<file path="src/rtl/mem_port_arbiter_pkg.sv">
// Shared core types for the memory port arbiter: memory/register ops,
// arbiter FSM states, load/store size encodings and op legality helpers.
package mem_port_arbiter_pkg;

    localparam int cXLEN     = 32;
    localparam int cRamDepth = 256;
    localparam int cRegAddrW = 5;

    typedef enum logic [1:0] {
        eArbIdle  = 2'd0,
        eArbIfRsp = 2'd1,
        eArbDmRsp = 2'd2
    } tArbStateEnum;

    typedef enum logic [2:0] {
        eLsB  = 3'b000,
        eLsH  = 3'b001,
        eLsW  = 3'b010,
        eLsBU = 3'b100,
        eLsHU = 3'b101
    } tLsSizeEnum;

    typedef struct packed {
        logic                 read;
        logic                 write;
        logic [2:0]           opType;
        logic [cXLEN-1:0]     addr;
        logic [cXLEN-1:0]     data;
        logic [cRegAddrW-1:0] rdAddr;
    } tMemOp;

    typedef struct packed {
        logic                 dv;
        logic [cRegAddrW-1:0] addr;
        logic [cXLEN-1:0]     data;
    } tRegOp;

    localparam tRegOp cRegOp = '{dv: 1'b0, addr: 5'd0, data: 32'd0};

    // Unsigned sizes exist only for loads.
    function automatic logic ls_legal(input logic [2:0] op, input logic is_store);
        case (op)
            3'b000, 3'b001, 3'b010: ls_legal = 1'b1;
            3'b100, 3'b101:         ls_legal = !is_store;
            default:                ls_legal = 1'b0;
        endcase
    endfunction

    function automatic logic ls_aligned(input logic [2:0] op, input logic [1:0] lo);
        case (op)
            3'b001, 3'b101: ls_aligned = (lo[0] == 1'b0);
            3'b010:         ls_aligned = (lo == 2'b00);
            default:        ls_aligned = 1'b1;
        endcase
    endfunction

endpackage

</file>
<file path="src/rtl/mem_lane_align.sv">
// Byte-lane formatting: store byte enables / data replication and
// load lane selection with sign or zero extension. Purely combinational.
module mem_lane_align
    import mem_port_arbiter_pkg::*;
(
    input  logic [2:0]       st_type,
    input  logic [1:0]       st_lo,
    input  logic [cXLEN-1:0] st_data,
    output logic [3:0]       st_we,
    output logic [cXLEN-1:0] st_wdata,
    input  logic [2:0]       ld_type,
    input  logic [1:0]       ld_lo,
    input  logic [cXLEN-1:0] ld_rdata,
    output logic [cXLEN-1:0] ld_data
);

    logic [7:0]  ld_byte_s;
    logic [15:0] ld_half_s;

    // Store side: lane enables from the low address bits, data replicated so any lane lines up.
    always_comb begin
        st_we    = 4'b0000;
        st_wdata = 32'd0;
        case (st_type)
            eLsB: begin
                st_we    = 4'b0001 << st_lo;
                st_wdata = {4{st_data[7:0]}};
            end
            eLsH: begin
                st_we    = st_lo[1] ? 4'b1100 : 4'b0011;
                st_wdata = {2{st_data[15:0]}};
            end
            eLsW: begin
                st_we    = 4'b1111;
                st_wdata = st_data;
            end
            default: begin
                st_we    = 4'b0000;
                st_wdata = 32'd0;
            end
        endcase
    end

    // Load side: pick the addressed lane and extend it to a full register.
    always_comb begin
        ld_byte_s = ld_rdata[8*ld_lo +: 8];
        ld_half_s = ld_lo[1] ? ld_rdata[31:16] : ld_rdata[15:0];
        case (ld_type)
            eLsB:    ld_data = {{24{ld_byte_s[7]}}, ld_byte_s};
            eLsBU:   ld_data = {24'd0, ld_byte_s};
            eLsH:    ld_data = {{16{ld_half_s[15]}}, ld_half_s};
            eLsHU:   ld_data = {16'd0, ld_half_s};
            eLsW:    ld_data = ld_rdata;
            default: ld_data = 32'd0;
        endcase
    end

endmodule

</file>
<file path="src/rtl/mem_port_arbiter.sv">
// Shares one single-port synchronous RAM between instruction fetch and the
// data-memory port; owns the single in-flight read and formats load results.
module mem_port_arbiter
    import mem_port_arbiter_pkg::*;
#(
    parameter int pDepth         = cRamDepth,
    parameter int pMaxDataStreak = 4
) (
    input  logic                      clk,
    input  logic                      rstn,
    input  logic                      ifReq,
    input  logic [cXLEN-1:0]          ifAddr,
    output logic                      ifRdy,
    output logic                      ifRspDv,
    output logic [cXLEN-1:0]          ifRspData,
    input  logic                      flush,
    input  tMemOp                     dmReq,
    output logic                      dmRdy,
    output tRegOp                     dmRsp,
    output logic                      dmErr,
    output logic                      ramEn,
    output logic [3:0]                ramWe,
    output logic [$clog2(pDepth)-1:0] ramAddr,
    output logic [cXLEN-1:0]          ramWData,
    input  logic [cXLEN-1:0]          ramRData
);

    localparam int         cAw      = $clog2(pDepth);
    localparam logic [1:0] ST_IDLE  = 2'(eArbIdle);
    localparam logic [1:0] ST_IFRSP = 2'(eArbIfRsp);
    localparam logic [1:0] ST_DMRSP = 2'(eArbDmRsp);

    logic [1:0]           state_q, state_d;
    logic [3:0]           streak_q, streak_d;
    logic                 err_q, err_d;
    logic                 mis_ld_q, mis_ld_d;
    logic                 if_flush_q, if_flush_d;
    logic [2:0]           ld_type_q, ld_type_d;
    logic [1:0]           ld_lo_q, ld_lo_d;
    logic [cRegAddrW-1:0] rd_addr_q, rd_addr_d;

    logic                 dm_active_s, streak_full_s, dm_gnt_s, if_gnt_s;
    logic                 dm_illegal_s, dm_misal_s, dm_ok_s, if_dv_s;
    logic [3:0]           st_we_s;
    logic [cXLEN-1:0]     st_wdata_s, ld_data_s;
    logic                 unused_s;

    assign unused_s = ^{ifAddr[cXLEN-1:cAw+2], ifAddr[1:0], dmReq.addr[cXLEN-1:cAw+2]};

    mem_lane_align u_lane (
        .st_type  (dmReq.opType),
        .st_lo    (dmReq.addr[1:0]),
        .st_data  (dmReq.data),
        .st_we    (st_we_s),
        .st_wdata (st_wdata_s),
        .ld_type  (ld_type_q),
        .ld_lo    (ld_lo_q),
        .ld_rdata (ramRData),
        .ld_data  (ld_data_s)
    );

    // Grant selection and RAM command drive for the accepted port.
    always_comb begin
        dm_active_s   = dmReq.read | dmReq.write;
        streak_full_s = (streak_q == 4'(pMaxDataStreak));
        dm_gnt_s      = dm_active_s && !(ifReq && streak_full_s);
        if_gnt_s      = ifReq && !dm_gnt_s;
        dm_illegal_s  = (dmReq.read && dmReq.write) || !ls_legal(dmReq.opType, dmReq.write);
        dm_misal_s    = !dm_illegal_s && !ls_aligned(dmReq.opType, dmReq.addr[1:0]);
        dm_ok_s       = dm_gnt_s && !dm_illegal_s && !dm_misal_s;

        ifRdy    = if_gnt_s;
        dmRdy    = dm_gnt_s;
        ramEn    = if_gnt_s || dm_ok_s;
        ramWe    = (dm_ok_s && dmReq.write) ? st_we_s : 4'b0000;
        ramWData = (dm_ok_s && dmReq.write) ? st_wdata_s : 32'd0;
        if (if_gnt_s) begin
            ramAddr = ifAddr[cAw+1:2];
        end else if (dm_gnt_s) begin
            ramAddr = dmReq.addr[cAw+1:2];
        end else begin
            ramAddr = '0;
        end
    end

    // Next-state: read ownership, streak tracking and captured load formatting.
    always_comb begin
        if (if_gnt_s) begin
            state_d = ST_IFRSP;
        end else if (dm_ok_s && dmReq.read) begin
            state_d = ST_DMRSP;
        end else begin
            state_d = ST_IDLE;
        end

        if (!ifReq || if_gnt_s) begin
            streak_d = 4'd0;
        end else if (dm_gnt_s && !streak_full_s) begin
            streak_d = streak_q + 4'd1;
        end else begin
            streak_d = streak_q;
        end

        err_d      = dm_gnt_s && (dm_illegal_s || dm_misal_s);
        mis_ld_d   = dm_gnt_s && dm_misal_s && dmReq.read;
        if_flush_d = if_gnt_s && flush;

        if (dm_gnt_s && dmReq.read) begin
            ld_type_d = dmReq.opType;
            ld_lo_d   = dmReq.addr[1:0];
            rd_addr_d = dmReq.rdAddr;
        end else begin
            ld_type_d = ld_type_q;
            ld_lo_d   = ld_lo_q;
            rd_addr_d = rd_addr_q;
        end
    end

    // Responses return one cycle after the grant, straight from the RAM read port.
    always_comb begin
        if_dv_s   = (state_q == ST_IFRSP) && !flush && !if_flush_q;
        ifRspDv   = if_dv_s;
        ifRspData = if_dv_s ? ramRData : 32'd0;
        dmErr     = err_q;
        if (state_q == ST_DMRSP) begin
            dmRsp = '{dv: 1'b1, addr: rd_addr_q, data: ld_data_s};
        end else if (mis_ld_q) begin
            dmRsp = '{dv: 1'b1, addr: rd_addr_q, data: 32'd0};
        end else begin
            dmRsp = cRegOp;
        end
    end

    // State registers; reset drops any in-flight read.
    always_ff @(posedge clk or negedge rstn) begin
        if (!rstn) begin
            state_q    <= ST_IDLE;
            streak_q   <= 4'd0;
            err_q      <= 1'b0;
            mis_ld_q   <= 1'b0;
            if_flush_q <= 1'b0;
            ld_type_q  <= 3'd0;
            ld_lo_q    <= 2'd0;
            rd_addr_q  <= 5'd0;
        end else begin
            state_q    <= state_d;
            streak_q   <= streak_d;
            err_q      <= err_d;
            mis_ld_q   <= mis_ld_d;
            if_flush_q <= if_flush_d;
            ld_type_q  <= ld_type_d;
            ld_lo_q    <= ld_lo_d;
            rd_addr_q  <= rd_addr_d;
        end
    end

endmodule
</file>
<file path="config.mk">
export PLATFORM = sky130hd
export DESIGN_NAME = mem_port_arbiter
export DESIGN_NICKNAME = d
export VERILOG_FILES = /design/src/rtl/mem_port_arbiter_pkg.sv /design/src/rtl/mem_lane_align.sv /design/src/rtl/mem_port_arbiter.sv
export SDC_FILE = /design/constraint.sdc
export NUM_CORES = 1
export LEC_CHECK = 0
export BUFFER_PORTS_ARGS = -buffer_cell sky130_fd_sc_hd__clkbuf_2
export CAP_MARGIN = 20
export CORE_AREA = 3 3 99 101
export DETAILED_ROUTE_END_ITERATION = 8
export DIE_AREA = 0 0 102 104
export HOLD_SLACK_MARGIN = 0.02
export PLACE_DENSITY = 0.65
export SLEW_MARGIN = 20
export SYNTH_ARGS = -nofsm -noshare
export SYNTH_HDL_FRONTEND = slang
export SYNTH_SLANG_ARGS = --single-unit
export TNS_END_PERCENT = 10
</file>
<file path="constraint.sdc">
create_clock -name clk -period 2.1 [get_ports clk]
set_input_delay 0.105 -clock clk [delete_from_list [all_inputs] [get_ports clk]]
set_output_delay 0.105 -clock clk [all_outputs]
set_load 0.02 [all_outputs]
</file>
* Yosys cells after proc, flatten, opt, wreduce, memory -nomap -nowiden
Cells that the tools add are included.
** Word-level totals
- Logic and storage cells :: 81
- Memories :: 0
- Memory bits (read-only) :: 0
- Output and inout port bits :: 119
- Memory bits (writable) :: 0
- Bits in registers :: 19
- Latch bits :: 0
- Input port bits :: 142
** Operators by class
- $add $sub $neg :: 1
- Shifts and indexed selects :: 2
- Reduce and logical (&&, ||, !) cells :: 39
- Multipliers :: 0
- Mux-type cells :: 18
- Order comparisons :: 0
- Divide/modulo/power cells :: 0
- Bitwise logic cells :: 2
- Equality and inequality tests :: 11
** Operators with widths (number)
- 32-bit one-hot mux with 5 select lines :: 1
- 32-bit one-hot mux with 3 select lines :: 1
- 38-bit two-way mux :: 2
- 32-bit two-way mux :: 2
- 32-bit by 6-bit variable part select with 8-bit output :: 1
- 1-bit logical AND :: 17
- 16-bit two-way mux :: 1
- 4-bit two-way mux :: 4
- 8-bit two-way mux :: 2
- 3-bit == test, second input constant :: 4
- 4-bit one-hot mux with 3 select lines :: 1
- 1-bit zero test :: 11
- 3-bit by 1-bit == test with 1-bit output, second input constant :: 2
- 3-bit by 2-bit == test with 1-bit output, second input constant :: 2
- 3-bit zero test :: 2
- 4-bit by 1-bit adder with 4-bit output, second input constant :: 1
- 4-bit by 3-bit == test with 1-bit output, second input constant :: 1
- 1-bit logical OR :: 4
- 2-bit two-way mux :: 2
- 1-bit one-hot mux with 2 select lines :: 2
- 2-bit OR reduction :: 2
- 1-bit by 2-bit left shift with 4-bit output, first input constant :: 1
- 3-bit OR reduction :: 1
- 2-bit by 1-bit == test with 1-bit output, second input constant :: 1
- other kinds (5) :: 5

* Depth between registers and ports, before layout
Gate-level depths: netlist of the first run.
- Depth after elaboration :: 12
- Depth in mapped cells :: 8

* By module
Synthesis of the first run repeated with hierarchy kept, for this count alone.
** Unflattened totals
- Cells, all modules :: 475
- Area total of the unflattened synthesis :: 3283.1 um^2
** Modules (own cells, without submodules)
- mem_port_arbiter :: times used 1, area each 1825.5 um^2, cells an instance 251
- mem_lane_align :: times used 1, area each 1457.6 um^2, cells an instance 224

* Worst setup path before layout of the first run
OpenSTA, ideal clock, no wires.
- Path type :: register to output
- From :: register ld_type_q[0]
- To :: output dmRsp[21] in the netlist's numbering
- Required time :: 1995 ps
- Slack :: 384 ps
- Stages on the path, launching flop included :: 8
- Buffers on the path :: 3
- Arrival time :: 1611 ps
- Path through :: dfrtp_1 -> buf_4 -> nor2b_1 -> buf_2 -> nor2b_1 -> nor3_4 -> buf_2 -> a21oi_1
** RTL lines
- from (decl) :: line mem_port_arbiter.sv:38 : logic [2:0] ld_type_q, ld_type_d;
- from (signal assigned) :: line mem_port_arbiter.sv:151 : ld_type_q <= ld_type_d;
- to (decl) :: line mem_port_arbiter.sv:19 : output tRegOp dmRsp,

==> flow_summary.toml, run 1 <==
[status]
status = "complete, no violations"

[timing]
max_freq_mhz = 491
rsz0062_at_grt = "yes"
period_needed_ns = 2.04
fin_tns_setup_ns = 0
finalHoldViolCount = 0
finClkSkew_ns = 0.00382
timing.final.crit_share_pct = 96.9
setup_violations = 0
tightest_slew_ns = 0.472
drv_slew = 0
slew_headroom_pct = 68.5
whs_ns = 0.0613

[worst_hold_path]
holdPathStages = 2
hold_start = "dmReq[1]"
min_path_type = "primary input to flop"

[route]
vias = 3394
wl_per_cell_um = 13.9
antenna_left = 0
viasPerCell = 4.96
firstDrtPassIters = 5
drt_iter0_markers = 108
drc_errors = 0
drt_wl_total_um = 9490

[placed_design]
gp_congestion = 0.908
dpl.hpwl_um = 7940
io_buffers = 214

[floorplanning]
io_pins = 261
coreArea_um2 = 9110
dieArea_um2 = 10600
initial_core_util_pct = 27.2
die_w_um = 102
std_cell_rows = 35
die_h_um = 104

[yosys]
yosys.area.top_type_share_pct = 19.2
synth_area_leaders = "dfrtp_1 (19%), and2_1 (15%), a21oi_1 (13%)"
synth_area_um2 = 2480
syn_nets = 507
synth_top_area_cell = "dfrtp_1"
synth.distinct_cells = 38
ys_seq_area_share_pct = 19.2
synth-edff-count = 0
synth_seq_cells = 19
post-synth-top-count-cell = "a21oi_1"
synth_top_cells_by_count = "a21oi_1 (62), and2_1 (58), nand2_1 (54), nor2b_1 (21), o21ai_0 (20)"
yosys_warnings = 0
avgSynthCellArea_um2 = 6.83
async_flop_share_pct = 100
ys.flop_type = "dfrtp_1"
synthCells = 363

[power_and_ir_drop]
power_density_nw_per_um2 = 365
finalPower_mw = 1.40
leakage_nw = 2.01
irDropWorstVdd_uv = 199

[global_route]
grt_pass1_wl_um = 15100
antenna_found_initial = 0
first_global_vias = 3226
grt_max_degree = 34
globalRouteOverflowTotal = 0
grtUsageTotal_pct = 17.0

[clock_network]
htree_levels = 1
cts_tree = "yes"
cts_max_path_buffers = 2
cts_buffers = 3
numClockSinks = 19
cts-root-buf = "clkbuf_8"
worstSkewPairLatency_ns = 0.25
clk_pin_slew_worst_paths_ns = 0.07

[setup_path]
crit_type = "flop to output pin"
reg2reg_from = "streak_q[0]$_DFFE_PN0P_"
end_kind = "output pin"
rr_worst_depth = 6
worstSetupStartpoint = "ld_type_q[0]$_DFFE_PN0P_"
worst-endpoint-required_ns = 2.00
startpoint_type = "flop"
arrival_ns = 1.93
cp_max_fo = 14

[job]
maxCapViolCount = 0

[cells_and_area]
layout-drive-gt1-share_pct = 44.5
area_delta_synth_final_pct = 54.0
final_nets = 718
n_antenna_cell = 0
## flip-flops by register name, indices dropped and copies added (netlist names)
name        flops
mis_ld_q        1
rd_addr_q       5
ld_type_q       3
ld_lo_q         2
streak_q        4
dmErr           1
state_q         2
if_flush_q      1
## logic make-up after synthesis
kind of cell	after synthesis	synth area share (%)
mux	24	10.7
xor+xnor	2	0.706
simple gates	176	38.4
fa+ha+maj	2	1.01
compound gates	106	23.9
flops	19	19.2
buf+inv	34	6.05
## worst paths after layout
kind | slack, ns | to
max | 0.06 | dmRsp[13]
min reg2reg | 0.49 | rd_addr_q[2]$_DFFE_PN0P_
max reg2reg | 0.38 | rd_addr_q[0]$_DFFE_PN0P_
max in group asynchronous | 1.41 | ld_lo_q[0]$_DFFE_PN0P_
min | 0.06 | rd_addr_q[1]$_DFFE_PN0P_
min in group asynchronous | 0.33 | rd_addr_q[2]$_DFFE_PN0P_
## stage by stage
stage               std cells  area, µm²  setup slack [ns]  util, %
global placement          678       3700             0.275     40.7
CTS                       683       3770          -0.00218     41.4
finish                    684       3820            0.0648     41.9
floorplan                 363       2480             0.384        -
global route              684       3820           -0.0369     41.9
detailed placement        678       3700             0.226     40.7
## worst max-delay path, stage by stage (launching register included)
cell and delay, ns:
dfrtp_1 0.44, buf_4 0.19, nand2b_1 0.15, nor2_1 0.09, buf_4 0.21, a22oi_1 0.11
a21oi_1 0.26, clkbuf_2 0.22
## per-layer routing
metal  vias to the layer above  track usage (%)  wire length (µm)
met5                         -                0                 0
met4                         0             6.56               312
met3                        18             2.55               794
met2                       184             30.1              4560
met1                      1518             20.3              3820
li1                       1674                -                 -
## report_power, final
part / leakage (nW) / switching (mW) / internal [mW]
clock: 0.0255 / 0.117 / 0.132
sequential: 0.237 / 0.0300 / 0.395
combinational: 1.75 / 0.420 / 0.302
total: 2.01 / 0.567 / 0.828
## timing repair
item / 4_1_cts / 5_1_grt
endpoints found under the hold margin: 19 / 0
endpoints found under the setup margin: 9 / 33
hold buffers: 1 / 0
buffers inserted: 0 / 1
pin swaps: 0 / 1
cloned: 0 / 0
gates resized for setup: 3 / 7
## layout by cell type, fill, tap and decap left out, types with 2 or more instances in the layout
cell	count
a22oi_1	13
nor3b_1	2
nand2b_1	2
clkbuf_8	3
ha_1	2
o21ai_0	20
mux2i_1	2
nor2b_1	20
mux2_1	17
and3_1	2
a32oi_1	2
dfrtp_1	18
mux2_2	4
clkbuf_2	214
buf_4	17
nor2_1	19
nand2_1	52
o21ai_1	3
nand2_2	2
and2_1	58
nand3_1	9
inv_1	5
a21oi_1	62
## cell type report
class,instances,area [µm²]
sequential,19,477
inverter,6,22.5
timing repair buffer,234,1240
fill,946,5290
tap,111,139
multi-input combinational,310,1900
clock buffer,3,41.3
clock inverter,1,5.00
No activity file was read; power rests on OpenSTA's default activity.
==> run 2, diff against run 1 <==
--- a/config.mk
+++ b/config.mk
@@ -7,11 +7,10 @@
 export LEC_CHECK = 0
 export BUFFER_PORTS_ARGS = -buffer_cell sky130_fd_sc_hd__clkbuf_2
 export CAP_MARGIN = 20
-export CORE_AREA = 3 3 99 101
+export CORE_AREA = 3 3 101 103
 export DETAILED_ROUTE_END_ITERATION = 8
-export DIE_AREA = 0 0 102 104
+export DIE_AREA = 0 0 104 106
 export HOLD_SLACK_MARGIN = 0.02
-export PLACE_DENSITY = 0.65
 export SLEW_MARGIN = 20
 export SYNTH_ARGS = -nofsm -noshare
 export SYNTH_HDL_FRONTEND = slang
==> flow_summary.toml, run 2 (synthesized netlist as in run 1, its figures left out) <==
[timing]
period_needed_ns = 2.00
drv_slew = 0
tightest_slew_ns = 0.580
max_freq_mhz = 499
slew_headroom_pct = 61.2
setup_violations = 0
finalHoldViolCount = 0
rsz0062_at_grt = "yes"
timing.final.crit_share_pct = 95.4
finClkSkew_ns = 0.00461

[floorplanning]
die_h_um = 106
dieArea_um2 = 11000
io_pins = 261
initial_core_util_pct = 26.7
coreArea_um2 = 9280
std_cell_rows = 35
die_w_um = 104

[route]
drc_errors = 0
firstDrtPassIters = 4
antenna_left = 0
wl_per_cell_um = 14.2
viasPerCell = 4.76
vias = 3331
drt_wl_total_um = 9920
drt_iter0_markers = 191

[setup_path]
cpMostUsedCell = "a21oi_1"
startpoint_type = "flop"
cp_max_fo = 16
worstPathCellList = "buf_4 -> a21oi_1 -> nand2_1 -> a21oi_1 -> clkbuf_2"
end_kind = "output pin"
crit_type = "flop to output pin"
slowest_stage = "dfrtp_1"
worstSetupStartpoint = "ld_type_q[1]$_DFFE_PN0P_"
rr_worst_depth = 6
cp_slowest_stage_delay_ns = 0.46
crit_family = "flip-flops"
worst-endpoint-required_ns = 2.00
arrival_ns = 1.90
path_depth = 5
crit_buf_inv = 2
reg2reg_from = "streak_q[0]$_DFFE_PN0P_"

[worst_hold_path]
hold_start = "dmReq[0]"
holdPathStages = 2
min_path_type = "primary input to flop"

[clock_network]
cts_buffers = 3
numClockSinks = 19
cts-root-buf = "clkbuf_8"
worstSkewPairLatency_ns = 0.25
cts_max_path_buffers = 2
cts_tree = "yes"
clk_pin_slew_worst_paths_ns = 0.07
htree_levels = 1

[global_route]
globalRouteOverflowTotal = 0
grt_max_degree = 34
antenna_found_initial = 0
grt_pass1_wl_um = 15600
first_global_vias = 3162
grtUsageTotal_pct = 16.7

[power_and_ir_drop]
irDropWorstVdd_uv = 189
power_density_nw_per_um2 = 364
power.net_switching_uw = 562
p_int_uw = 825
swShare_pct = 40.5
p_clk_share_pct = 17.9
leakage_nw = 1.99
power_frac_comb_pct = 51.0
finalPower_mw = 1.39
seq_power_share_pct = 31.1

[placed_design]
dpl.hpwl_um = 8220
io_buffers = 214
gp_congestion = 0.875
placed_area_um2 = 3710

[job]
maxCapViolCount = 0

[cells_and_area]
final_nets = 716
top_regs = "rd_addr_q (5), streak_q (4), ld_type_q (3)"
largest_reg_flops = 5
final_common_cell = "clkbuf_2"
n_antenna_cell = 0
final_area_um2 = 3810
largest_register = "rd_addr_q"
layout-drive-gt1-share_pct = 43.6
mostFrequentLayoutCells = "clkbuf_2 (214), a21oi_1 (62), and2_1 (58), nand2_1 (54), nor2b_1 (21)"
area_delta_synth_final_pct = 53.7

[status]
status = "complete, no violations"
==> run 2: power by group through the flow <==
stage               sequential, mW  clock, mW  combinational [mW]
detailed placement           0.434          0               0.690
global route                 0.436      0.273               0.776
CTS                          0.430      0.256               0.710
global placement             0.433          0               0.679
floorplan                    0.418          0               0.424
finish                       0.431      0.248               0.708
==> run 2: repair_timing <==
action | 4_1_cts | 5_1_grt
setup buffers | 1 | 0
hold endpoints to repair | 19 | 0
gates resized for setup | 2 | 4
pin swaps | 1 | 0
hold buffers | 1 | 0
endpoints found under the setup margin | 26 | 28
==> run 2: path summary, 6_finish.rpt <==
| check | endpoint | slack [ns] |
|---|---|---|
| setup / recovery | dmRsp[24] | 0.1 |
| hold reg to reg | rd_addr_q[0]$_DFFE_PN0P_ | 0.48 |
| min in group asynchronous | streak_q[2]$_DFFE_PN0P_ | 0.34 |
| setup reg to reg | rd_addr_q[2]$_DFFE_PN0P_ | 0.42 |
| hold / removal | rd_addr_q[0]$_DFFE_PN0P_ | 0.07 |
| max in group asynchronous | ld_lo_q[1]$_DFFE_PN0P_ | 1.41 |
==> run 2: per-layer routing <==
| layer | track usage (%) | vias up | share of wire (%) |
|---|---|---|---|
| li1 | - | 1664 | - |
| met1 | 20.5 | 1504 | 42 |
| met2 | 30.3 | 153 | 49 |
| met3 | 3.22 | 10 | 7.3 |
| met4 | 3.80 | 0 | 1.3 |
| met5 | 0 | - | 0 |
==> run 2: area by class of cell <==
class / instances / area, µm²
Inverter: 6 / 22.5
Tap cell: 129 / 161
Sequential cell: 19 / 478
Multi-Input combinational cell: 310 / 1880
Timing Repair Buffer: 232 / 1220
Clock buffer: 4 / 45.0
Fill cell: 999 / 5470
==> run 2: per-stage QoR <==
stage	setup WS (ns)	TNS [ns]	utilization [%]	instances	hold WS, ns
2_1_floorplan	0.384	0	-	363	-0.191
3_3_place_gp	0.265	0	40.0	694	0.0803
3_5_place_dp	0.208	0	40.0	694	0.0860
4_1_cts	-0.00337	-0.00337	40.9	700	0.0607
5_1_grt	-0.0291	-0.0302	41.1	700	0.0740
6_report	0.0967	0	41.1	700	0.0663
